==> src/rtl/wb_stage_pkg.sv <==
// Shared constants for the write-back stage: instruction decode fields,
// syscall service codes and the syscall FSM state encoding.
package wb_stage_pkg;

  typedef enum logic [1:0] {
    ST_RUN    = 2'd0,
    ST_PAUSE  = 2'd1,
    ST_HALT   = 2'd2,
    ST_RESUME = 2'd3
  } state_t;

  localparam logic [5:0] OP_SPECIAL = 6'h00;
  localparam logic [5:0] OP_LW      = 6'h23;
  localparam logic [5:0] FN_MFHI    = 6'h10;
  localparam logic [5:0] FN_MFLO    = 6'h12;

  localparam logic [31:0] SC_PRINT_INT = 32'd1;
  localparam logic [31:0] SC_PRINT_HEX = 32'd34;
  localparam logic [31:0] SC_EXIT      = 32'd10;
  localparam logic [31:0] SC_PAUSE     = 32'd50;

endpackage

==> src/rtl/wb_stage_if.sv <==
// MEM/WB bundle feeding the write-back stage. The stage has no ready path:
// an instruction is consumed on every edge where valid is high and the stage
// is in RUN; upstream holds the bundle while stall is high.
interface wb_stage_if;
  logic        valid;
  logic [31:0] IR;
  logic [31:0] PC;
  logic [31:0] R1;
  logic [31:0] R2;
  logic [31:0] RD1;
  logic [31:0] RD2;
  logic [4:0]  WbRegNum;
  logic        RegWrite;
  logic        LOWrite;
  logic        HIWrite;
  logic        JAL;
  logic        SYSCALL;

  modport master (
    output valid, IR, PC, R1, R2, RD1, RD2, WbRegNum,
           RegWrite, LOWrite, HIWrite, JAL, SYSCALL
  );

  modport slave (
    input  valid, IR, PC, R1, R2, RD1, RD2, WbRegNum,
           RegWrite, LOWrite, HIWrite, JAL, SYSCALL
  );
endinterface

==> src/rtl/wb_syscall_fsm.sv <==
// Syscall control FSM: RUN / PAUSE / HALT / RESUME, plus the stall and halt
// decode and the live qualifier used to gate every write-back side effect.
module wb_syscall_fsm
  import wb_stage_pkg::*;
(
  input  logic        clk,
  input  logic        CLR,
  input  logic        valid,
  input  logic        SYSCALL,
  input  logic [31:0] RD1,
  input  logic        go,
  output state_t      state,
  output logic        live,
  output logic        stall,
  output logic        halt
);

  state_t state_next;

  always_ff @(posedge clk) begin
    if (CLR) state <= ST_RUN;
    else     state <= state_next;
  end

  always_comb begin
    state_next = state;
    live       = valid && (state == ST_RUN);
    stall      = 1'b0;
    halt       = 1'b0;
    case (state)
      ST_RUN: begin
        if (live && SYSCALL) begin
          if (RD1 == SC_EXIT)       state_next = ST_HALT;
          else if (RD1 == SC_PAUSE) state_next = ST_PAUSE;
        end
      end
      ST_PAUSE: begin
        stall = 1'b1;
        if (go) state_next = ST_RESUME;
      end
      // Upstream is released here but the held syscall is still on the bus,
      // so this one cycle keeps live low to avoid re-executing it.
      ST_RESUME: state_next = ST_RUN;
      ST_HALT: begin
        stall = 1'b1;
        halt  = 1'b1;
      end
      default: state_next = ST_RUN;
    endcase
  end

endmodule

==> src/rtl/wb_stage.sv <==
// Pipeline write-back stage: register-file write port, HI/LO registers,
// syscall display latch and retire/cycle statistics.
module wb_stage
  import wb_stage_pkg::*;
(
  input  logic            clk,
  input  logic            CLR,
  wb_stage_if.slave       bus,
  input  logic            go,
  output logic            rf_we,
  output logic [4:0]      rf_waddr,
  output logic [31:0]     rf_wdata,
  output logic [31:0]     hi,
  output logic [31:0]     lo,
  output logic [31:0]     disp,
  output logic            halt,
  output logic            stall,
  output logic [31:0]     retire_cnt,
  output logic [31:0]     cycle_cnt,
  output state_t          state
);

  logic       live;
  logic [5:0] opcode;
  logic [5:0] funct;
  logic       unused_ir;

  assign opcode    = bus.IR[31:26];
  assign funct     = bus.IR[5:0];
  assign unused_ir = ^bus.IR[25:6];

  wb_syscall_fsm u_fsm (
    .clk     (clk),
    .CLR     (CLR),
    .valid   (bus.valid),
    .SYSCALL (bus.SYSCALL),
    .RD1     (bus.RD1),
    .go      (go),
    .state   (state),
    .live    (live),
    .stall   (stall),
    .halt    (halt)
  );

  assign rf_we    = live && bus.RegWrite && (bus.WbRegNum != 5'd0);
  assign rf_waddr = bus.WbRegNum;

  // mfhi/mflo read the registered HI/LO, so a same-cycle HI/LO write is not
  // forwarded.
  always_comb begin
    rf_wdata = bus.R1;
    if (bus.JAL)                                         rf_wdata = bus.PC + 32'd4;
    else if (opcode == OP_LW)                            rf_wdata = bus.R2;
    else if (opcode == OP_SPECIAL && funct == FN_MFHI)   rf_wdata = hi;
    else if (opcode == OP_SPECIAL && funct == FN_MFLO)   rf_wdata = lo;
  end

  always_ff @(posedge clk) begin
    if (CLR) begin
      hi         <= '0;
      lo         <= '0;
      disp       <= '0;
      retire_cnt <= '0;
      cycle_cnt  <= '0;
    end else begin
      if (live && bus.LOWrite) lo <= bus.R1;
      if (live && bus.HIWrite) hi <= bus.R2;
      if (live && bus.SYSCALL &&
          (bus.RD1 == SC_PRINT_INT || bus.RD1 == SC_PRINT_HEX))
        disp <= bus.RD2;
      if (live) retire_cnt <= retire_cnt + 32'd1;
      if (state != ST_HALT) cycle_cnt <= cycle_cnt + 32'd1;
    end
  end

endmodule

==> src/flat_wrapper.sv <==
// flat-port wrapper written by rule: the top's interface ports become plain ports
module wb_stage_flat import wb_stage_pkg::*;
  (clk, CLR, go, rf_we, rf_waddr, rf_wdata, hi, lo, disp, halt, stall, retire_cnt, cycle_cnt, state, bus_valid, bus_IR, bus_PC, bus_R1, bus_R2, bus_RD1, bus_RD2, bus_WbRegNum, bus_RegWrite, bus_LOWrite, bus_HIWrite, bus_JAL, bus_SYSCALL);
  wb_stage_if bus_i ();
  input  logic clk;
  input  logic CLR;
  input  logic go;
  output logic rf_we;
  output logic [4:0] rf_waddr;
  output logic [31:0] rf_wdata;
  output logic [31:0] hi;
  output logic [31:0] lo;
  output logic [31:0] disp;
  output logic halt;
  output logic stall;
  output logic [31:0] retire_cnt;
  output logic [31:0] cycle_cnt;
  output state_t state;
  input wire logic [$bits(bus_i.valid)-1:0] bus_valid;
  input wire logic [$bits(bus_i.IR)-1:0] bus_IR;
  input wire logic [$bits(bus_i.PC)-1:0] bus_PC;
  input wire logic [$bits(bus_i.R1)-1:0] bus_R1;
  input wire logic [$bits(bus_i.R2)-1:0] bus_R2;
  input wire logic [$bits(bus_i.RD1)-1:0] bus_RD1;
  input wire logic [$bits(bus_i.RD2)-1:0] bus_RD2;
  input wire logic [$bits(bus_i.WbRegNum)-1:0] bus_WbRegNum;
  input wire logic [$bits(bus_i.RegWrite)-1:0] bus_RegWrite;
  input wire logic [$bits(bus_i.LOWrite)-1:0] bus_LOWrite;
  input wire logic [$bits(bus_i.HIWrite)-1:0] bus_HIWrite;
  input wire logic [$bits(bus_i.JAL)-1:0] bus_JAL;
  input wire logic [$bits(bus_i.SYSCALL)-1:0] bus_SYSCALL;
  assign bus_i.valid = bus_valid;
  assign bus_i.IR = bus_IR;
  assign bus_i.PC = bus_PC;
  assign bus_i.R1 = bus_R1;
  assign bus_i.R2 = bus_R2;
  assign bus_i.RD1 = bus_RD1;
  assign bus_i.RD2 = bus_RD2;
  assign bus_i.WbRegNum = bus_WbRegNum;
  assign bus_i.RegWrite = bus_RegWrite;
  assign bus_i.LOWrite = bus_LOWrite;
  assign bus_i.HIWrite = bus_HIWrite;
  assign bus_i.JAL = bus_JAL;
  assign bus_i.SYSCALL = bus_SYSCALL;
  wb_stage u_core (.clk(clk), .CLR(CLR), .bus(bus_i), .go(go), .rf_we(rf_we), .rf_waddr(rf_waddr), .rf_wdata(rf_wdata), .hi(hi), .lo(lo), .disp(disp), .halt(halt), .stall(stall), .retire_cnt(retire_cnt), .cycle_cnt(cycle_cnt), .state(state));
endmodule
==> config.mk <==
export PLATFORM = sky130hd
export DESIGN_NAME = wb_stage_flat
export DESIGN_NICKNAME = d
export VERILOG_FILES = /design/src/rtl/wb_stage_pkg.sv /design/src/rtl/wb_stage_if.sv /design/src/rtl/wb_syscall_fsm.sv /design/src/rtl/wb_stage.sv /design/src/flat_wrapper.sv
export SDC_FILE = /design/constraint.sdc
export NUM_CORES = 1
export LEC_CHECK = 0
export CAP_MARGIN = 40
export CORE_AREA = 2 2 160 162
export CTS_CLUSTER_SIZE = 16
export DETAILED_ROUTE_END_ITERATION = 6
export DIE_AREA = 0 0 162 164
export PLACE_DENSITY_LB_ADDON = 0.05
export SETUP_SLACK_MARGIN = 0.05
export SYNTH_ARGS = -nofsm -noshare
export SYNTH_HDL_FRONTEND = slang
export SYNTH_HIERARCHICAL = 1
export SYNTH_SLANG_ARGS = --single-unit
==> constraint.sdc <==
create_clock -name clk -period 7.3 [get_ports clk]
set_input_delay 1.46 -clock clk [delete_from_list [all_inputs] [get_ports clk]]
set_output_delay 1.46 -clock clk [all_outputs]
set_load 0.02 [all_outputs]
==> results by group <==
Cells and area
  • Share of cells above drive strength 1: just under 6%
  • Fin util: 55.68%
  • Nets: around 1700
  • Layout area overhead: 50.66%

Clock tree
  • Num CTS Buffers: 17
  • Worst skew pair latency: 0.43 ns
  • Post-CTS Resized: 0
  • Postcts setup bufs: 0
  • Clk slew on worst S/H paths: about 0.06 ns
  • Clock tree buffer depth: 2
  • Root Driver: clkbuf_16
  • Cts hold-fix bufs: 0
  • Htree depth: 4
  • CTS Sinks: around 160
  • TritonCTS clock tree: yes

Hold path
  • Worst hold path class: reg -> reg

Floorplanning
  • Die H: 164 um
  • Die X: 162 um
  • I/O pin count: 408
  • Starting Density: between 30 and 40%
  • Rows: between 50 and 60
  • Die Area: about 27000 um^2
  • Core ar.: 24820 um^2

Run status
  • Status: complete, no violations

Placement
  • Setup WS pre-CTS: approximately 1.3 ns
  • Final HPWL from detailed placement: 26750 um
  • Port Buffer Count: roughly 390
  • Gp weighted congestion: about 0.87

Power
  • Total chip power: 0.002215 W
  • Static Leak: 4.480 nW
  • Worst vdd ir: about 0.00013 V
  • Pwr/cell area: approximately 160 nW/um^2

Critical path
  • Critical Path Most Common Cell: clkdlybuf4s50_1
  • R2r endpoint: u_core/disp[30]
  • CP endpoint: rf_wdata[30]
  • Crit-path cells: clkdlybuf4s50_1, ha_1, nand4_1, or3_1, or4_1, a31oi_1, clkdlybuf4s50_1
  • CP startpoint: bus_PC[2]
  • Critical path's largest stage delay: around 0.63 ns
  • WP data arrival: ~4.6 ns
  • Cells on worst reg2reg path: 8
  • Worst R2R Start: u_core/u_fsm/state[0]
  • Slowest CP cell: clkdlybuf4s50_1
  • Critical path startpoint category: input port
  • Reg-to-reg slack, setup: ~4.2 ns
  • Worst Path Required: between 5 and 6 ns
  • Crit. End Element: primary output
  • CP max FO: 11
  • Critical path class: in -> out

Routing
  • Total number of vias: 10560
  • Remaining antenna violation count: 0
  • Initial drt markers: about 880
  • Routed wire length: about 37000 um
  • Post-DR wirelength/cell: about 20 um
  • DRC violations left: 0
  • Number of vias per cell: 5.733
  • Drt pass-1 iters: 6

Timing
  • RSZ-0062 raised after global routing: false
  • Setup_tns: 0 ns
  • Final hold slack: about 0.46 ns
  • Fmax: ~160 MHz
  • Clock Skew: ~0.015 ns
  • Min cycle time layout: 6.081 ns
  • Final worst path period share: between 80 and 90%
  • Normalized max-slew margin: around 45%
  • Worst slew pin tran: approximately 0.82 ns
  • Final setup viols: 0
  • Final Max Slew Viols: 0
  • Final hold vios: 0
  • Post-route setup slack: roughly 1.2 ns

Yosys
  • Post-synth EDFFs: 0
  • Register area share after synthesis: roughly 35%
  • Avg Cell Area, Syn: 7.806 um^2
  • Mapped cell area: 9173 um^2
  • Yosys cell types: 58
  • Post-synth ARST share: 0%
  • Flops & latches, synth: roughly 160
  • Syn nets: approximately 1400
  • Main flop type after synthesis: dfxtp_1
  • Post-Syn Instances: between 1000 and 1500
  • Number of synthesis warnings: 6

Global routing
  • Vias in the first global route: ~10000
  • First-pass GRT wire length: 56390 um
  • Grt total ovfl: 0
  • Pin count of the biggest net entering global routing: 94
  • Global Route Usage Sum: 27.08%
  • Antenna violations before repair: 5

Flow run
  • Max_cap viols: 0
per-stage QoR:
stage               instances  cell area [um^2]
global route             1840             13810
detailed placement       1804             13230
global placement         1800             13150
CTS                      1836             13800
finish                   1842             13820
floorplan                1175              9173
area by class of cell:
cell class / instances / area (um^2)
inverter: 21 / 78.83
multi-input combinational: 882 / 5416
timing repair buffer: 409 / 4074
tap: 330 / 412.9
clock inverter: 13 / 146.4
fill: 2369 / 11000
sequential: 162 / 3243
clock buffer: 19 / 432.9
antenna: 6 / 15.01
logic make-up (layout without fill, tap and decap cells):
| kind of cell | after synthesis | in the layout | synth area share, % |
|---|---|---|---|
| AO/OA/AOI/OAI | 330 | 330 | 22.60 |
| XOR/XNOR | 26 | 26 | 2.483 |
| adder cells (fa/ha/maj) | 7 | 7 | 0.9548 |
| buffers and inverters | 131 | 462 | 5.879 |
| flip-flops | 162 | 162 | 35.36 |
| multiplexers | 45 | 45 | 5.074 |
| other | 0 | 6 | 0 |
| AND/OR/NAND/NOR | 474 | 474 | 27.65 |
how the worst min path moves through the flow:
stage	startpoint	end	depth (start not counted)
final	u_core/disp[28]	u_core/disp[28]	2
after detailed placement	u_core/disp[4]	u_core/disp[4]	2
after global placement	u_core/disp[18]	u_core/disp[18]	2
after floorplan	u_core/disp[0]	u_core/disp[0]	2
after CTS	u_core/disp[3]	u_core/disp[3]	2
after global routing	u_core/hi[11]	u_core/hi[11]	2
synth_stat cells (5+ instances only):
cell type | n | area [um^2]
a211oi_1 | 7 | 52.55
a31oi_1 | 8 | 50.05
clkbuf_1 | 88 | 330.3
a22oi_1 | 10 | 75.07
ha_1 | 7 | 87.58
o311a_1 | 5 | 50.05
mux2_2 | 12 | 135.1
xor2_1 | 12 | 105.1
nand4_1 | 90 | 563.0
nand2_1 | 176 | 660.6
buf_4 | 5 | 37.54
or3_1 | 19 | 118.9
o31ai_1 | 60 | 450.4
buf_2 | 5 | 25.02
a31o_2 | 9 | 78.83
dfxtp_1 | 162 | 3243
nand3_1 | 26 | 130.1
buf_1 | 9 | 33.78
o211ai_1 | 28 | 210.2
nor4_1 | 35 | 219.0
and2_1 | 7 | 43.79
nor3_1 | 9 | 45.04
nor2b_1 | 13 | 81.33
xnor2_1 | 14 | 122.6
nor2_1 | 32 | 120.1
or4_1 | 29 | 217.7
a21oi_1 | 164 | 820.8
inv_1 | 21 | 78.83
mux2i_1 | 33 | 330.3
o21ai_0 | 19 | 95.09
and3_1 | 8 | 50.05
a32oi_1 | 6 | 52.55
and4_1 | 12 | 105.1
power breakdown:
part | switching (W) | internal, W
registers | 0.0000159 | 0.000902
logic | 0.000202 | 0.000197
clock network | 0.000414 | 0.000484
cells in the final DEF, fill, tap and decap left out, types with 6 or more instances in the layout:
cell type        instances
clkdlybuf4s50_1        384
nand2_1                176
a21oi_1                164
dfxtp_1                162
nand4_1                 90
o31ai_1                 60
nor4_1                  35
mux2i_1                 33
nor2_1                  32
or4_1                   29
o211ai_1                28
nand3_1                 26
inv_1                   21
or3_1                   19
o21ai_0                 19
buf_4                   18
clkbuf_16               17
xnor2_1                 14
nor2b_1                 13
and4_1                  12
xor2_1                  12
mux2_2                  12
a22oi_1                 10
a31o_2                   9
and3_1                   8
a31oi_1                  8
nor3_1                   8
and2_1                   7
a211oi_1                 7
ha_1                     7
diode_2                  6
a32oi_1                  6
per-layer routing:
| layer | vias to the layer above | track usage, % | wire, um |
|---|---|---|---|
| met5 | - | 0 | 0 |
| met4 | 0 | 10.66 | 1068 |
| met3 | 60 | 8.460 | 3617 |
| met2 | 493 | 44.29 | 17390 |
| met1 | 4938 | 33.31 | 15050 |
| li1 | 5070 | - | - |
worst max-delay path, delay by kind of cell:
| family | cells | cell delay (ns) |
|---|---|---|
| buffers and inverters | 2 | 1.18 |
| AOI/OAI and AO/OA | 1 | 0.20 |
| adders and majority gates | 1 | 0.25 |
| and+or+nand+nor | 3 | 1.51 |
registers in the layout, summed over array words and instances, names as in the netlist:
| register | count |
|---|---|
| u_core/u_fsm/state | 2 |
| u_core/lo | 32 |
| u_core/cycle_cnt | 32 |
| u_core/hi | 32 |
| u_core/disp | 32 |
| u_core/retire_cnt | 32 |
(Power assumes the default switching activity.)
